$ cat config.mk
export PLATFORM = sky130hd
export DESIGN_NAME = dac_button_ctrl_flat
export DESIGN_NICKNAME = d
export VERILOG_FILES = /design/src/rtl/dac_button_ctrl_if.sv /design/src/rtl/dac_button_ctrl.sv /design/src/flat_wrapper.sv
export SDC_FILE = /design/constraint.sdc
export NUM_CORES = 1
export LEC_CHECK = 0
export CAP_MARGIN = 25
export CORE_MARGIN = 5
export CORE_UTILIZATION = 45
export CTS_BUF_LIST = sky130_fd_sc_hd__clkbuf_8 sky130_fd_sc_hd__clkbuf_16
export DETAILED_ROUTE_END_ITERATION = 6
export PLACE_DENSITY = 0.7
export SETUP_SLACK_MARGIN = 0.02
export SYNTH_ARGS = -nofsm -noshare
export SYNTH_HDL_FRONTEND = slang
export SYNTH_SLANG_ARGS = --single-unit
$ cat constraint.sdc
create_clock -name CLK50MHZ -period 1.8 [get_ports CLK50MHZ]
set_clock_uncertainty 0.05 [all_clocks]
set_input_delay 0.18 -clock CLK50MHZ [delete_from_list [all_inputs] [get_ports CLK50MHZ]]
set_output_delay 0.18 -clock CLK50MHZ [all_outputs]
set_load 0.03 [all_outputs]
$ cat src/rtl/dac_button_ctrl_if.sv
// Handshake between the button controller and the DAC SPI writer.
interface dac_button_ctrl_if #(
  parameter int unsigned WIDTH = 12
);
  logic             dac_start;
  logic [WIDTH-1:0] dac_data;
  logic             dac_busy;

  modport master (output dac_start, output dac_data, input dac_busy);
  modport slave  (input dac_start, input dac_data, output dac_busy);
endinterface

$ cat src/rtl/dac_button_ctrl.sv
// Button conditioning (sync, debounce, press detect), saturating DAC code
// stepping and start/busy handshake towards the DAC SPI writer.
module dac_button_ctrl #(
  parameter int unsigned           WIDTH           = 12,
  parameter int unsigned           STEP            = 256,
  parameter logic [WIDTH-1:0]      INIT_VALUE      = WIDTH'(12'h800),
  parameter int unsigned           DEBOUNCE_CYCLES = 16
) (
  input  logic                     CLK50MHZ,
  input  logic                     RST,
  input  logic                     BTN_WEST,
  input  logic                     BTN_EAST,
  dac_button_ctrl_if.master        dac,
  output logic [WIDTH-1:0]         value,
  output logic                     west_press,
  output logic                     east_press
);

  localparam int unsigned      CNT_W   = $clog2(DEBOUNCE_CYCLES);
  localparam logic [CNT_W-1:0] CNT_MAX = CNT_W'(DEBOUNCE_CYCLES - 1);

  localparam logic [1:0] ST_IDLE = 2'd0;
  localparam logic [1:0] ST_PEND = 2'd1;
  localparam logic [1:0] ST_BUSY = 2'd2;

  // Bit 0 is the west button, bit 1 the east button.
  logic [1:0]       sync1_q, sync1_d, sync2_q, sync2_d;
  logic [1:0]       stable_q, stable_d, prev_q, prev_d, press_q, press_d;
  logic [CNT_W-1:0] cnt_q [2];
  logic [CNT_W-1:0] cnt_d [2];

  logic [WIDTH-1:0] value_q, value_d, data_q, data_d;
  logic [WIDTH:0]   sum;
  logic             req;

  logic [1:0]       state_q, state_d, tmo_q, tmo_d;
  logic             start_q, start_d, seen_q, seen_d, pend_q, pend_d;
  logic             done;

  // Synchronise, debounce and edge-detect both buttons.
  always_comb begin
    sync1_d  = {BTN_EAST, BTN_WEST};
    sync2_d  = sync1_q;
    stable_d = stable_q;
    prev_d   = stable_q;
    press_d  = stable_q & ~prev_q;
    for (int i = 0; i < 2; i++) begin
      cnt_d[i] = '0;
      if (sync2_q[i] != stable_q[i]) begin
        if (cnt_q[i] == CNT_MAX) begin
          stable_d[i] = sync2_q[i];
        end else begin
          cnt_d[i] = cnt_q[i] + CNT_W'(1);
        end
      end
    end
  end

  // Saturating step of the DAC code; simultaneous presses cancel.
  always_comb begin
    req     = press_q[0] ^ press_q[1];
    sum     = {1'b0, value_q} + (WIDTH + 1)'(STEP);
    value_d = value_q;
    if (press_q[1] && !press_q[0]) begin
      value_d = sum[WIDTH] ? '1 : sum[WIDTH-1:0];
    end else if (press_q[0] && !press_q[1]) begin
      value_d = (value_q < WIDTH'(STEP)) ? '0 : value_q - WIDTH'(STEP);
    end
  end

  // Write request FSM: one start per write, never while the writer is busy.
  always_comb begin
    state_d = state_q;
    start_d = 1'b0;
    data_d  = data_q;
    tmo_d   = tmo_q;
    seen_d  = seen_q;
    pend_d  = pend_q;
    done    = 1'b0;
    case (state_q)
      ST_IDLE: begin
        if (req) begin
          if (!dac.dac_busy) begin
            start_d = 1'b1;
            data_d  = value_d;
            state_d = ST_BUSY;
            tmo_d   = '0;
            seen_d  = 1'b0;
            pend_d  = 1'b0;
          end else begin
            state_d = ST_PEND;
          end
        end
      end
      ST_PEND: begin
        if (!dac.dac_busy) begin
          start_d = 1'b1;
          data_d  = value_d;
          state_d = ST_BUSY;
          tmo_d   = '0;
          seen_d  = 1'b0;
          pend_d  = 1'b0;
        end
      end
      ST_BUSY: begin
        pend_d = pend_q | req;
        if (!seen_q) begin
          if (dac.dac_busy) begin
            seen_d = 1'b1;
          end else if (tmo_q == 2'd3) begin
            done = 1'b1;
          end else begin
            tmo_d = tmo_q + 2'd1;
          end
        end else if (!dac.dac_busy) begin
          done = 1'b1;
        end
        if (done) begin
          state_d = (pend_q | req) ? ST_PEND : ST_IDLE;
          pend_d  = 1'b0;
        end
      end
      default: state_d = ST_IDLE;
    endcase
  end

  // State registers with synchronous reset.
  always_ff @(posedge CLK50MHZ) begin
    if (RST) begin
      sync1_q  <= '0;
      sync2_q  <= '0;
      stable_q <= '0;
      prev_q   <= '0;
      press_q  <= '0;
      for (int i = 0; i < 2; i++) cnt_q[i] <= '0;
      value_q  <= INIT_VALUE;
      data_q   <= INIT_VALUE;
      start_q  <= 1'b0;
      state_q  <= ST_IDLE;
      tmo_q    <= '0;
      seen_q   <= 1'b0;
      pend_q   <= 1'b0;
    end else begin
      sync1_q  <= sync1_d;
      sync2_q  <= sync2_d;
      stable_q <= stable_d;
      prev_q   <= prev_d;
      press_q  <= press_d;
      for (int i = 0; i < 2; i++) cnt_q[i] <= cnt_d[i];
      value_q  <= value_d;
      data_q   <= data_d;
      start_q  <= start_d;
      state_q  <= state_d;
      tmo_q    <= tmo_d;
      seen_q   <= seen_d;
      pend_q   <= pend_d;
    end
  end

  assign dac.dac_start = start_q;
  assign dac.dac_data  = data_q;
  assign value         = value_q;
  assign west_press    = press_q[0];
  assign east_press    = press_q[1];

endmodule

$ cat src/flat_wrapper.sv
// flat-port wrapper written by rule: the top's interface ports become plain ports
module dac_button_ctrl_flat 
#(
  parameter int unsigned           WIDTH           = 12,
  parameter int unsigned           STEP            = 256,
  parameter logic [WIDTH-1:0]      INIT_VALUE      = WIDTH'(12'h800),
  parameter int unsigned           DEBOUNCE_CYCLES = 16
)
  (CLK50MHZ, RST, BTN_WEST, BTN_EAST, value, west_press, east_press, dac_dac_start, dac_dac_data, dac_dac_busy);
  dac_button_ctrl_if #(.WIDTH(WIDTH)) dac_i ();
  input  logic CLK50MHZ;
  input  logic RST;
  input  logic BTN_WEST;
  input  logic BTN_EAST;
  output logic [WIDTH-1:0] value;
  output logic west_press;
  output logic east_press;
  output wire logic [$bits(dac_i.dac_start)-1:0] dac_dac_start;
  output wire logic [$bits(dac_i.dac_data)-1:0] dac_dac_data;
  input wire logic [$bits(dac_i.dac_busy)-1:0] dac_dac_busy;
  assign dac_dac_start = dac_i.dac_start;
  assign dac_dac_data = dac_i.dac_data;
  assign dac_i.dac_busy = dac_dac_busy;
  dac_button_ctrl #(.WIDTH(WIDTH), .STEP(STEP), .INIT_VALUE(INIT_VALUE), .DEBOUNCE_CYCLES(DEBOUNCE_CYCLES)) u_core (.CLK50MHZ(CLK50MHZ), .RST(RST), .BTN_WEST(BTN_WEST), .BTN_EAST(BTN_EAST), .dac(dac_i), .value(value), .west_press(west_press), .east_press(east_press));
endmodule
==> results.sh, run 1 <==
export IMPL_fin_crit_ps=1710
export IMPL_synthAdderAreaFrac_pct=4.62
export IMPL_postPlaceCellArea_sq_mm=0.00233
export IMPL_overflow=0
export IMPL_antenna_found_initial=0
export IMPL_ff2ff_setup_slack_ps=90
export IMPL_track_usage_pct=15.2
export IMPL_status="complete, no violations"
export IMPL_dp_cells=294
export IMPL_clk_pin_slew_ps=90
export IMPL_slew_viol_final=0
export IMPL_synthCells=208
export IMPL_drtIter0Drc=54
export IMPL_clk_path_buf_depth=2
export IMPL_place_congestion=0.782
export IMPL_fp_row_count=23
export IMPL_worst_pin_slew_ps=408
export IMPL_powerDensity_mw_per_mm2=709
export IMPL_synthDistinctLibCells=34
export IMPL_min_path_type="flop to flop"
export IMPL_place_hpwl_mm=2.70
export IMPL_syn_avg_cell_area_sq_um=9.12
export IMPL_reg2reg_from="u_core.press_q[1]$_SDFF_PP0_"
export IMPL_slowest_delay_ps=360
export IMPL_pin_count=32
export IMPL_yosys_area_share_simple_pct=21.8
export IMPL_multi_input_area_sq_um=891
export IMPL_grt_pass1_wl_mm=6.53
export IMPL_die_area_sq_mm=0.00561
export IMPL_final_common_cell="dfxtp_1"
export IMPL_required_ps=1940
export IMPL_crit_path_start_kind="flop"
export IMPL_rsz0062_at_grt="no"
export IMPL_fillerInstances=370
export IMPL_ys_seq_area_share_pct=51.7
export IMPL_hold_depth=1
export IMPL_via_per_inst=4.93
export IMPL_start_util_pct=46.7
export IMPL_clkSinkCount=49
export IMPL_endpoint_kind="flop"
export IMPL_die_x_microns=74.9
export IMPL_grt_max_degree=17
export IMPL_syn_area_sq_mm=0.00190
export IMPL_most_common_layout_cells="dfxtp_1, nor2_1, clkdlybuf4s50_1"
export IMPL_cp_top_family="simple AND/OR/NAND/NOR gates"
export IMPL_fin_area_sq_mm=0.00246
export IMPL_worstPathArrival_ps=1840
export IMPL_critical_path_max_fanout=9
export IMPL_root_buffer="clkbuf_8"
export IMPL_totalWireLength_mm=3.80
export IMPL_synth_top_area_share_pct=51.7
export IMPL_holdPathEnd="u_core.press_q[0]$_SDFF_PP0_"
export IMPL_maxCapViolations=0
export IMPL_diodes=0
export IMPL_nets=264
export IMPL_timing_final_hold_violations=0
export IMPL_hold_start="u_core.prev_q[0]$_SDFF_PP0_"
export IMPL_cp_slowest_cell="or3_1"
export IMPL_port_buffers=31
export IMPL_peakVddDrop_mv=0.477
export IMPL_layout_cells_non_filler=303
export IMPL_crit_buf_inv=2
export IMPL_yosys_area_share_xor_xnor_pct=3.69
export IMPL_synth_top_family_by_area="simple AND/OR/NAND/NOR gates"
export IMPL_synth_mux_area_fraction_pct=1.06
export IMPL_cts_made_buffers=5
export IMPL_synth_nets=220
export IMPL_vias=1494
export IMPL_seq_area_sq_um=986
export IMPL_cts_tree="yes"
export IMPL_reg2reg_depth=7
export IMPL_insertion_delay_ps=290
export IMPL_htreeDepth=2
export IMPL_crit_chain="buf_4 > ha_4 > nor2b_4 > or3_1 > buf_4 > nand2_1 > a21oi_2"
export IMPL_critical_path_class="flop to flop"
export IMPL_p_leak_uw=0.000918
export IMPL_ys_warn_count=0
export IMPL_drtAntennaViolNets=0
export IMPL_worstReg2RegEnd="u_core.dac.dac_data[0]$_SDFFE_PP0P_"
export IMPL_max_slew_margin_pct=72.7
export IMPL_post_drt_wl_per_cell_microns=12.5
export IMPL_synth_seq_cells=49
export IMPL_die_y_microns=74.9
export IMPL_finalCritPeriodShare_pct=94.7
export IMPL_setup_viol=0
export IMPL_coreArea_sq_mm=0.00406
export IMPL_crit_top_cell="buf_4"
export IMPL_drt_first_pass_iters=4
export IMPL_power_total_uw=1740
export IMPL_synth_area_leaders="dfxtp_1, nor2_1, a21oi_1"
export IMPL_whs_ps=327
export IMPL_clock_fmax_mhz=586
export IMPL_area_growth_pct=29.7
export IMPL_yosysTopAreaCell="dfxtp_1"
export IMPL_drive_above_1_share_pct=12.3
export IMPL_synth_compound_area_share_pct=14.1
export IMPL_first_global_vias=1452
export IMPL_drc_errors=0
-- synthesized netlist by cell type (all sizes together) --
library cell   n
or2            1
buf            1
o32a           1
nor2b         10
dfxtp         49
nand2         12
a211oi         4
clkbuf         5
or3            4
nor3           3
a2bb2oi        1
mux2i          2
o21ai         12
and4b          1
a21o           2
nand3b         3
xor2           4
nor2          40
xnor2          4
and2b          1
nand3          5
inv            9
ha             7
a21oi         19
a31oi          2
and3           2
a2111oi        1
and4bb         1
a22oi          1
nor4b          1
-- routing by layer --
layer / vias up / global-route usage, % / wire length (microns)
li1: 788 / - / -
met1: 670 / 20.2 / 1820
met2: 30 / 23.1 / 1700
met3: 6 / 5.21 / 220
met4: 0 / 5.34 / 53
met5: - / 0 / 0
-- cell families after synthesis --
logic type / Yosys count
and+or+nand+nor: 84
DFF: 49
AOI/OAI and AO/OA: 43
buffers and inverters: 15
xor gates and xnor gates: 8
adders and majority gates: 7
muxes: 2
-- state kept, by name, indices dropped and copies added (netlist names) --
| name | count |
|---|---|
| u_core.sync1_q | 2 |
| u_core.prev_d | 2 |
| u_core.prev_q | 2 |
| u_core.dac.dac_start | 1 |
| u_core.seen_q | 1 |
| u_core.dac.dac_data | 12 |
| u_core.value | 12 |
| u_core.state_q | 2 |
| u_core.pend_q | 1 |
| u_core.tmo_q | 2 |
| u_core.sync2_q | 2 |
| u_core.press_q | 2 |
| u_core.cnt_q | 8 |
-- stage by stage --
stage	setup slack [ps]	util, %	setup TNS [ps]
after floorplan	-21.7	-	-21.7
after global placement	64.1	57.5	0
after detailed placement	0.558	57.5	0
after CTS	28.7	59.8	0
after global routing	50.5	60.6	0
final	94.9	60.6	0
-- power by group --
part,switching (uW),internal [uW]
clock,345,264
sequential,2.39,1090
combinational,23.9,19.4
-- cell type report --
class | instances | share of cell area [%]
Tap cell | 50 | 2.54
Multi-Input combinational cell | 144 | 36.2
Inverter | 9 | 1.37
Clock buffer | 5 | 2.80
Sequential cell | 49 | 40.1
Timing Repair Buffer | 43 | 16.4
Clock inverter | 3 | 0.610
-- how the worst max path moves through the flow --
stage,startpoint,end,slack [ps],cells past startpoint
global route,u_core.press_q[1]$_SDFF_PP0_,u_core.dac.dac_data[5]$_SDFFE_PP0P_,50,7
floorplan,u_core.press_q[0]$_SDFF_PP0_,u_core.seen_q$_SDFFE_PP0P_,-20,7
CTS,u_core.press_q[0]$_SDFF_PP0_,u_core.dac.dac_data[0]$_SDFFE_PP0P_,30,7
global placement,u_core.press_q[0]$_SDFF_PP0_,u_core.pend_q$_SDFFE_PP0P_,60,6
finish,u_core.press_q[1]$_SDFF_PP0_,u_core.dac.dac_data[0]$_SDFFE_PP0P_,90,7
detailed placement,u_core.press_q[0]$_SDFF_PP0_,u_core.pend_q$_SDFFE_PP0P_,0.6,6
-- worst reg2reg max path, cell delays in order, from the launching register on --
cell     delay (ps)
dfxtp_2         320
buf_4           140
ha_4            220
nor2b_4         150
or3_1           360
buf_4           190
nand2_1         110
a21oi_2          70
-- repair_timing --
action / 4_1_cts / 5_1_grt
hold buffers: 0 / 0
setup buffers: 0 / 1
pin swaps: 0 / 2
resized for setup: 2 / 5
endpoints found under the setup margin: 11 / 13
gates cloned: 0 / 0
(Power assumes the default switching activity.)
==> inputs of run 2 (changes only) <==
SETUP_SLACK_MARGIN = 0.05   (was 0.02)
==> run 2 against run 1 <==
  * Power rose by 2.6%
  * Non-clock buffer count rose by 5
  * Critical path depth fell by 5
  * Flip-flop and latch count did not move
  * First-iteration DRC count fell by 30%
  * Fmax rose by 3.1%
  * Global-route usage fell by 0.97 points
  * Sequential power barely moved
  * Sequential share of layout area fell by 0.46 points
  * Critical path type is now flop to primary output
==> results.sh, run 2 (same netlist as run 1, synthesis figures left out) <==
export IMPL_insertion_delay_ps=290
export IMPL_layout_cells_non_filler=308
export IMPL_required_ps=1570
export IMPL_coreArea_sq_mm=0.00406
export IMPL_grt_pass1_wl_mm=6.24
export IMPL_vias=1526
export IMPL_multi_input_area_sq_um=881
export IMPL_clock_fmax_mhz=604
export IMPL_crit_path_start_kind="flop"
export IMPL_place_hpwl_mm=2.68
export IMPL_grt_max_degree=17
export IMPL_drtIter0Drc=38
export IMPL_clk_path_buf_depth=2
export IMPL_clk_pin_slew_ps=90
export IMPL_die_y_microns=74.9
export IMPL_ctsHoldBuffers=0
export IMPL_setup_viol=0
export IMPL_die_x_microns=74.9
export IMPL_fp_row_count=23
export IMPL_start_util_pct=46.7
export IMPL_peakVddDrop_mv=0.500
export IMPL_die_area_sq_mm=0.00561
export IMPL_diodes=0
export IMPL_cts_made_buffers=5
export IMPL_htreeDepth=2
export IMPL_min_path_type="flop to flop"
export IMPL_maxCapViolations=0
export IMPL_fin_crit_ps=1650
export IMPL_slew_viol_final=0
export IMPL_pin_count=32
export IMPL_drive_above_1_share_pct=14.3
export IMPL_hold_depth=1
export IMPL_reg2reg_depth=7
export IMPL_highest_layer="met4"
export IMPL_ff2ff_setup_slack_ps=160
export IMPL_wl_met3_microns=217
export IMPL_critical_path_max_fanout=5
export IMPL_wl_met2_mm=1.57
export IMPL_status="complete, no violations"
export IMPL_track_usage_pct=14.3
export IMPL_rsz0062_at_grt="no"
export IMPL_endpoint_kind="primary output"
export IMPL_overflow=0
export IMPL_drtAntennaViolNets=0
export IMPL_clkSinkCount=49
export IMPL_cts_tree="yes"
export IMPL_nets=269
export IMPL_fillerInstances=347
export IMPL_timing_final_hold_violations=0
export IMPL_area_growth_pct=32.2
export IMPL_max_slew_margin_pct=77.7
export IMPL_drc_errors=0
export IMPL_wl_met1_mm=1.81
export IMPL_dp_cells=297
export IMPL_port_buffers=31
export IMPL_totalWireLength_mm=3.62
export IMPL_post_drt_wl_per_cell_microns=11.8
export IMPL_power_total_uw=1790
export IMPL_place_congestion=0.792
export IMPL_worst_pin_slew_ps=332
export IMPL_worstPathArrival_ps=1420
export IMPL_via_per_inst=4.95
export IMPL_seq_area_sq_um=993
export IMPL_most_common_layout_cells="dfxtp_1, nor2_1, clkdlybuf4s50_1"
export IMPL_final_common_cell="dfxtp_1"
export IMPL_root_buffer="clkbuf_8"
export IMPL_critical_path_class="flop to primary output"
export IMPL_whs_ps=337
export IMPL_finalCritPeriodShare_pct=91.9
export IMPL_setup_tns_ps=0
export IMPL_powerDensity_mw_per_mm2=713
export IMPL_first_global_vias=1435
export IMPL_antenna_found_initial=0
export IMPL_drt_first_pass_iters=4
export IMPL_p_leak_uw=0.000952
export IMPL_pre_cts_ws_ps=120
export IMPL_worst_slack_ps=146
[run 2: layer usage]
layer / vias to the layer above / GRT usage [%]
met5: - / 0
met4: 0 / 3.56
met3: 5 / 4.94
met2: 32 / 22.5
met1: 692 / 18.8
li1: 797 / -
[run 2: path summary, 6_finish.rpt]
| path | to | start |
|---|---|---|
| setup / recovery | value[8] | u_core.value[8]$_SDFF_PP0_ |
| hold / removal | u_core.press_q[1]$_SDFF_PP0_ | u_core.prev_q[1]$_SDFF_PP0_ |
| setup reg to reg | u_core.dac.dac_data[3]$_SDFFE_PP0P_ | u_core.value[8]$_SDFF_PP0_ |
| hold reg to reg | u_core.press_q[1]$_SDFF_PP0_ | u_core.prev_q[1]$_SDFF_PP0_ |
[run 2: final cells by class]
type	count	share of cell area, %
clock buffer	6	3.29
multi-input combinational	144	35.1
clock inverter	2	0.549
timing repair buffer	48	17.6
inverter	9	1.35
tap	50	2.50
sequential	49	39.6
[run 2: stage by stage]
step,instance area (sq um),util [%]
2_1_floorplan,1920,-
3_3_place_gp,2370,58.4
3_5_place_dp,2370,58.4
4_1_cts,2460,60.7
5_1_grt,2510,61.8
6_report,2510,61.8
[run 2: timing repair]
| action | 4_1_cts | 5_1_grt |
|---|---|---|
| endpoints found under the setup margin | 0 | 13 |
| gates resized for setup | 0 | 4 |
| setup buffers | 0 | 3 |
[run 2: critical path: stages, from the launching register on]
cell and delay (ps):
dfxtp_4 380, buf_4 100, clkdlybuf4s50_1 660
[run 2: power by group]
group / leakage [uW] / internal (uW) / switching (uW)
clock: 0.0000512 / 312 / 346
sequential: 0.000399 / 1080 / 2.52
combinational: 0.000502 / 20.9 / 23.6
==> edit 1 (flow settings as in run 2) <==
Register the inputs `BTN_WEST` and `BTN_EAST` before use, without a reset. The logic sees them one clock later. The other inputs are not delayed to match.
--- a/src/rtl/dac_button_ctrl.sv
+++ b/src/rtl/dac_button_ctrl.sv
@@ -23,6 +23,14 @@
   localparam logic [1:0] ST_PEND = 2'd1;
   localparam logic [1:0] ST_BUSY = 2'd2;
 
+  logic BTN_WEST_q;
+  logic BTN_EAST_q;
+
+  always_ff @(posedge CLK50MHZ) begin
+    BTN_WEST_q <= BTN_WEST;
+    BTN_EAST_q <= BTN_EAST;
+  end
+
   // Bit 0 is the west button, bit 1 the east button.
   logic [1:0]       sync1_q, sync1_d, sync2_q, sync2_d;
   logic [1:0]       stable_q, stable_d, prev_q, prev_d, press_q, press_d;
@@ -39,7 +47,7 @@
 
   // Synchronise, debounce and edge-detect both buttons.
   always_comb begin
-    sync1_d  = {BTN_EAST, BTN_WEST};
+    sync1_d  = {BTN_EAST_q, BTN_WEST_q};
     sync2_d  = sync1_q;
     stable_d = stable_q;
     prev_d   = stable_q;
Check against the original RTL: no difference found for any inputs over 10 cycles, from zero or initial values and one cycle with RST high; that may be too few to reach the edited logic, so the function may still have changed.
==> edit 1 against run 2 <==
  * Final area increased by 4.5%
  * Power increased by 0.79%
  * Wire length increased by 11%
  * First-iteration DRC count increased by 68%
  * Sequential cell count increased by 2
  * Setup slack got worse by 0.094 ns
  * Sequential power increased by 4%
  * Count of clock-buffer cells in the layout decreased by 1
  * Synthesized area increased by 5.2%
  * Cell count increased by 3.2%
  * Non-clock buffer count unchanged
==> edit 1: results (changes against run 2) <==
• **nets@finish** 278, +3.3%
• **total internal power** 1.416 mW, about the same
• **worst supply voltage drop on vdd** 415.2 uV, -17%
• **switching power total** 386.2 uW, +3.7%
• **static leakage** 0.9938 nW, +4.4%
• **WL/cell** 12.66 um, +7.7%
• **Slew Limit Headroom** 75.18%, -2.5 points
• **Final Hold Slack** 0.2637 ns, -0.07327 ns
• **fraction of final layout cells sized beyond drive strength 1** 16.92%, +2.6 points
• **fill cell count** 400, +15%
• **Mapped Nets** 232, +5.5%
• **type of the tightest min-delay check** input port to flip-flop
• **wire length of the first global-routing pass** 6.851 mm, +9.7%
• **slack of the worst reg-to-reg path** 0.05 ns, -0.11 ns
• **Worst R2R Start** u_core.press_q[0]
• **routed length on met3** 184 um, -15%
• **end of the worst register-to-register path** u_core.dac.dac_data[1]
• **clock network fraction of design power** 34.7%, -2.1 points
• **Worst Path Max Fanout** 6, +1
• **met1 Usage GRT** 19.11%, +0.35 points
• **setup repair bufs after CTS** 2, +2
• **placed cells** 308, +3.7%
• **Detailed Route Iter0 Violations** 64, +68%
• **total of cells resized after clock tree synthesis** 4, +4
• **overall global routing resource usage** 14.32%, +0.039 points
• **result of the run** complete, no violations
• **startpoint of the worst hold path** BTN_WEST
• **cell area reported after detailed placement** 2440 um^2, +3.0%
• **met2 GRT Util** 20.63%, -1.9 points
• **DRT Wirelength** 4.026 mm, +11%
• **Global Route met3 Usage** 5.083%, +0.14 points
• **reported combinational group power** 41.4 uW, -6.8%
• **average cell area after synthesis** 9.071 um^2, -0.53%
• **count of distinct cell types in the synthesized netlist** 38, +12%
• **cells taking the most area after synthesis** sky130_fd_sc_hd__dfxtp_1, sky130_fd_sc_hd__nor2_1, sky130_fd_sc_hd__ha_1
## edit 1: kinds of logic (layout without fill, tap and decap cells)
logic type | after synthesis | count (layout) | share of synthesized area (%)
DFF | 51 | 51 | 51.16
muxes | 2 | 2 | 1.003
AOI/OAI and AO/OA | 42 | 42 | 13.79
adders and majority gates | 7 | 7 | 4.389
xor gates and xnor gates | 6 | 6 | 2.633
buffers and inverters | 20 | 66 | 4.514
and+or+nand+nor | 92 | 92 | 22.51
## edit 1: worst max path at each step
stage | startpoint | end | slack, ns | cells past startpoint
3_5_place_dp | u_core.press_q[0] | u_core.dac.dac_data[1] | 0.02 | 7
3_3_place_gp | u_core.value[8] | u_core.dac.dac_data[1] | 0.04 | 6
6_report | u_core.press_q[0] | u_core.dac.dac_data[1] | 0.05 | 8
4_1_cts | u_core.press_q[0] | u_core.tmo_q[0] | 0.04 | 7
2_1_floorplan | u_core.press_q[0] | u_core.dac.dac_data[11] | 0.04 | 7
5_1_grt | u_core.press_q[0] | u_core.dac.dac_data[1] | 0.003 | 8
## edit 1: cell type report
cell class	instances	area [um^2]	area share, %
flip-flops and latches	51	1031	39.33
inverters	11	41.29	1.575
multi-input cells	149	955.9	36.47
well taps	52	65.06	2.482
repair buffers	48	445.4	16.99
clock inverters	2	13.76	0.5251
clock buffers	5	68.82	2.625
## edit 1: worst max-delay path, cell delays in order (launching register included)
cell and delay, ns:
sky130_fd_sc_hd__dfxtp_4 0.37, sky130_fd_sc_hd__inv_2 0.04, sky130_fd_sc_hd__ha_4 0.23, sky130_fd_sc_hd__nor2b_1 0.12, sky130_fd_sc_hd__buf_4 0.15, sky130_fd_sc_hd__or3_4 0.39, sky130_fd_sc_hd__buf_6 0.15, sky130_fd_sc_hd__nand2_1 0.07
sky130_fd_sc_hd__a21oi_1 0.06
==> edit 2 (config.mk and constraints of run 2) <==
Without the edit above. `DEBOUNCE_CYCLES` is set to 16 in 2 places; all go to 32.
--- a/src/rtl/dac_button_ctrl.sv
+++ b/src/rtl/dac_button_ctrl.sv
@@ -4,7 +4,7 @@
   parameter int unsigned           WIDTH           = 12,
   parameter int unsigned           STEP            = 256,
   parameter logic [WIDTH-1:0]      INIT_VALUE      = WIDTH'(12'h800),
-  parameter int unsigned           DEBOUNCE_CYCLES = 16
+  parameter int unsigned           DEBOUNCE_CYCLES = 32
 ) (
   input  logic                     CLK50MHZ,
   input  logic                     RST,
--- a/src/flat_wrapper.sv
+++ b/src/flat_wrapper.sv
@@ -4,7 +4,7 @@
   parameter int unsigned           WIDTH           = 12,
   parameter int unsigned           STEP            = 256,
   parameter logic [WIDTH-1:0]      INIT_VALUE      = WIDTH'(12'h800),
-  parameter int unsigned           DEBOUNCE_CYCLES = 16
+  parameter int unsigned           DEBOUNCE_CYCLES = 32
 )
   (CLK50MHZ, RST, BTN_WEST, BTN_EAST, value, west_press, east_press, dac_dac_start, dac_dac_data, dac_dac_busy);
   dac_button_ctrl_if #(.WIDTH(WIDTH)) dac_i ();
Behaviour: no difference found for any inputs over 10 cycles, from zero or initial values and one cycle with RST high; that may be too few to reach the edited logic, so the function may still have changed.
==> edit 2 against run 2 <==
  * Synthesized area is 10% higher
  * Critical endpoint is now u_core.dac.dac_data[0]
  * Via count is 3.9% higher
  * Core utilization is 2.2 points lower
  * Setup slack worse by 0.030 ns
  * Hold slack worse by 0.016 ns
  * Power is 11% higher
  * Final area is 4.9% higher
  * Die area is 8.7% higher
  * Sequential cell count is 2 higher
  * Wire length is 7.1% higher
  * Sequential power is 4% higher
==> edit 2: results (changes against run 2) <==
• **cells taking the most area after synthesis** sky130_fd_sc_hd__dfxtp_1, sky130_fd_sc_hd__nor2_1, sky130_fd_sc_hd__ha_1
• **register area share after synthesis** 48.92%, -2.8 points
• **DRC violations left** 0, unchanged
• **maximum count of clock buffers along a single path** 2, unchanged
• **wire length of the first global-routing pass** 6.699 mm, +7.3%
• **IO Port Bufs** 31, unchanged
• **number of levels the H-tree was split into** 2, unchanged
• **Mapped Nets** 235, +6.8%
• **antenna violations before repair** 0, unchanged
• **final RePlAce weighted congestion** 0.7783, -1.8%
• **TritonCTS buffer count** 5, unchanged
• **Synthesis Warnings** 0, unchanged
• **Detailed Route Iter0 Violations** 71, +87%
• **worst supply voltage drop on vdd** 573.8 uV, +15%
• **post-synthesis compound-gate area fraction** 13.37%, -0.68 points
• **signal arrival time at the worst endpoint** 1.88 ns, +0.46 ns
• **Crit path max-delay family** compound AO/OA/AOI/OAI gates
• **type of the tightest min-delay check** flip-flop to flip-flop
• **Worst Path Max Fanout** 5, unchanged
• **result of the run** complete, no violations
• **slowest stage cell, crit path** sky130_fd_sc_hd__a2111oi_4
• **number of antenna repair diodes** 0, unchanged
• **Largest stage delay, worst path** 0.43 ns, -0.23 ns
• **detail-routed via count per cell** 5.083, +2.6%
• **Least-Margin Pin Slew** 0.5665 ns, +0.2350 ns
• **insertion delay of the later-clocked pin in the worst-skew pair** 0.30 ns
• **DRT Wirelength** 3.878 mm, +7.1%
• **nets@finish** 273, +1.5%
• **via count of the first global-routing pass** 1559, +8.6%
• **count of distinct cell types in the synthesized netlist** 40, +18%
• **top post-synthesis cells by count** sky130_fd_sc_hd__dfxtp_1, sky130_fd_sc_hd__nor2_1, sky130_fd_sc_hd__a21oi_1
• **share of cell area taken by muxes after synthesis** 0.9592%, -0.096 points
• **overall global routing resource usage** 13.46%, -0.82 points
• **first-pass iteration count of the detailed router** 4, unchanged
• **synthesized-area fraction occupied by adder cells** 5.396%, +0.78 points
• **largest net degree at the start of global routing** 40, +23
• **clk slew on worst S/H paths** 0.09 ns, about the same
• **fraction of final layout cells sized beyond drive strength 1** 14.62%, +0.27 points
• **Clk Tree Root Cell** sky130_fd_sc_hd__clkbuf_8
• **HPWL after DPL** 2.730 mm, +1.7%
• **static leakage** 0.9849 nW, +3.5%
• **Synth Area in XOR/XNOR** 2.938%, -0.76 points
• **asr flop ratio synth** 0%, unchanged
edit 2: worst reg2reg max path, delay by kind of cell, from the launching register on:
kind                       cells  cell delay [ns]
AOI/OAI and AO/OA              3             0.68
DFF                            1             0.38
and+or+nand+nor                1             0.23
adders and majority gates      1             0.21
buffers and inverters          1             0.07
edit 2: repair_timing:
item,CTS,global route
setup buffers,0,2
gates resized for setup,1,12
endpoints found under the setup margin,1,8
endpoints found under the hold margin,0,0
pin swaps,0,6
hold buffers,0,0
edit 2: final cells by class:
cell class,instances,area (um^2)
clock buffers,6,82.58
well taps,52,65.06
flip-flops and latches,51,1033
multi-input cells,154,991.0
repair buffers,42,404.1
fillers,374,1784
inverters,5,18.77
clock inverters,2,35.03
edit 2: metrics by stage:
step           setup slack, ns  area [um^2]  power [mW]  cells
6_report                0.1157         2630       1.979    312
3_5_place_dp           0.08809         2472       1.205    302
3_3_place_gp            0.1440         2472       1.204    302
5_1_grt                0.02566         2630       2.054    312
2_1_floorplan           0.1081         2107       1.191    221
4_1_cts                0.07188         2589       2.007    310
edit 2: path summary, 6_finish.rpt:
| path | start | to | slack, ns | depth (start not counted) |
|---|---|---|---|---|
| hold reg to reg | u_core.prev_q[1] | u_core.press_q[1] | 0.32 | 1 |
| setup reg to reg | u_core.value[9] | u_core.dac.dac_data[0] | 0.12 | 6 |
| setup / recovery | u_core.value[9] | u_core.dac.dac_data[0] | 0.12 | 6 |
| hold / removal | u_core.prev_q[1] | u_core.press_q[1] | 0.32 | 1 |
edit 2: logic make-up after synthesis:
logic type               count (synthesis)
AO/OA/AOI/OAI                           43
XOR/XNOR                                 7
adder cells (fa/ha/maj)                  9
buffers and inverters                   16
flip-flops                              51
multiplexers                             2
AND/OR/NAND/NOR                         93
edit 2: where the power goes:
part	total [mW]	switching, mW	internal [mW]
clock	0.804	0.355	0.449
combinational	0.0444	0.0238	0.0206
sequential	1.13	0.00264	1.13
total	1.98	0.381	1.60
edit 2: layer usage:
layer | share of wire, % | track usage, % | up-vias | routed length (um)
met2 | 44 | 21.11 | 31 | 1706
met3 | 4.0 | 3.204 | 7 | 157
met4 | 2.6 | 7.601 | 0 | 99
li1 | - | - | 823 | -
met1 | 49 | 16.86 | 725 | 1915
met5 | 0 | 0 | - | 0
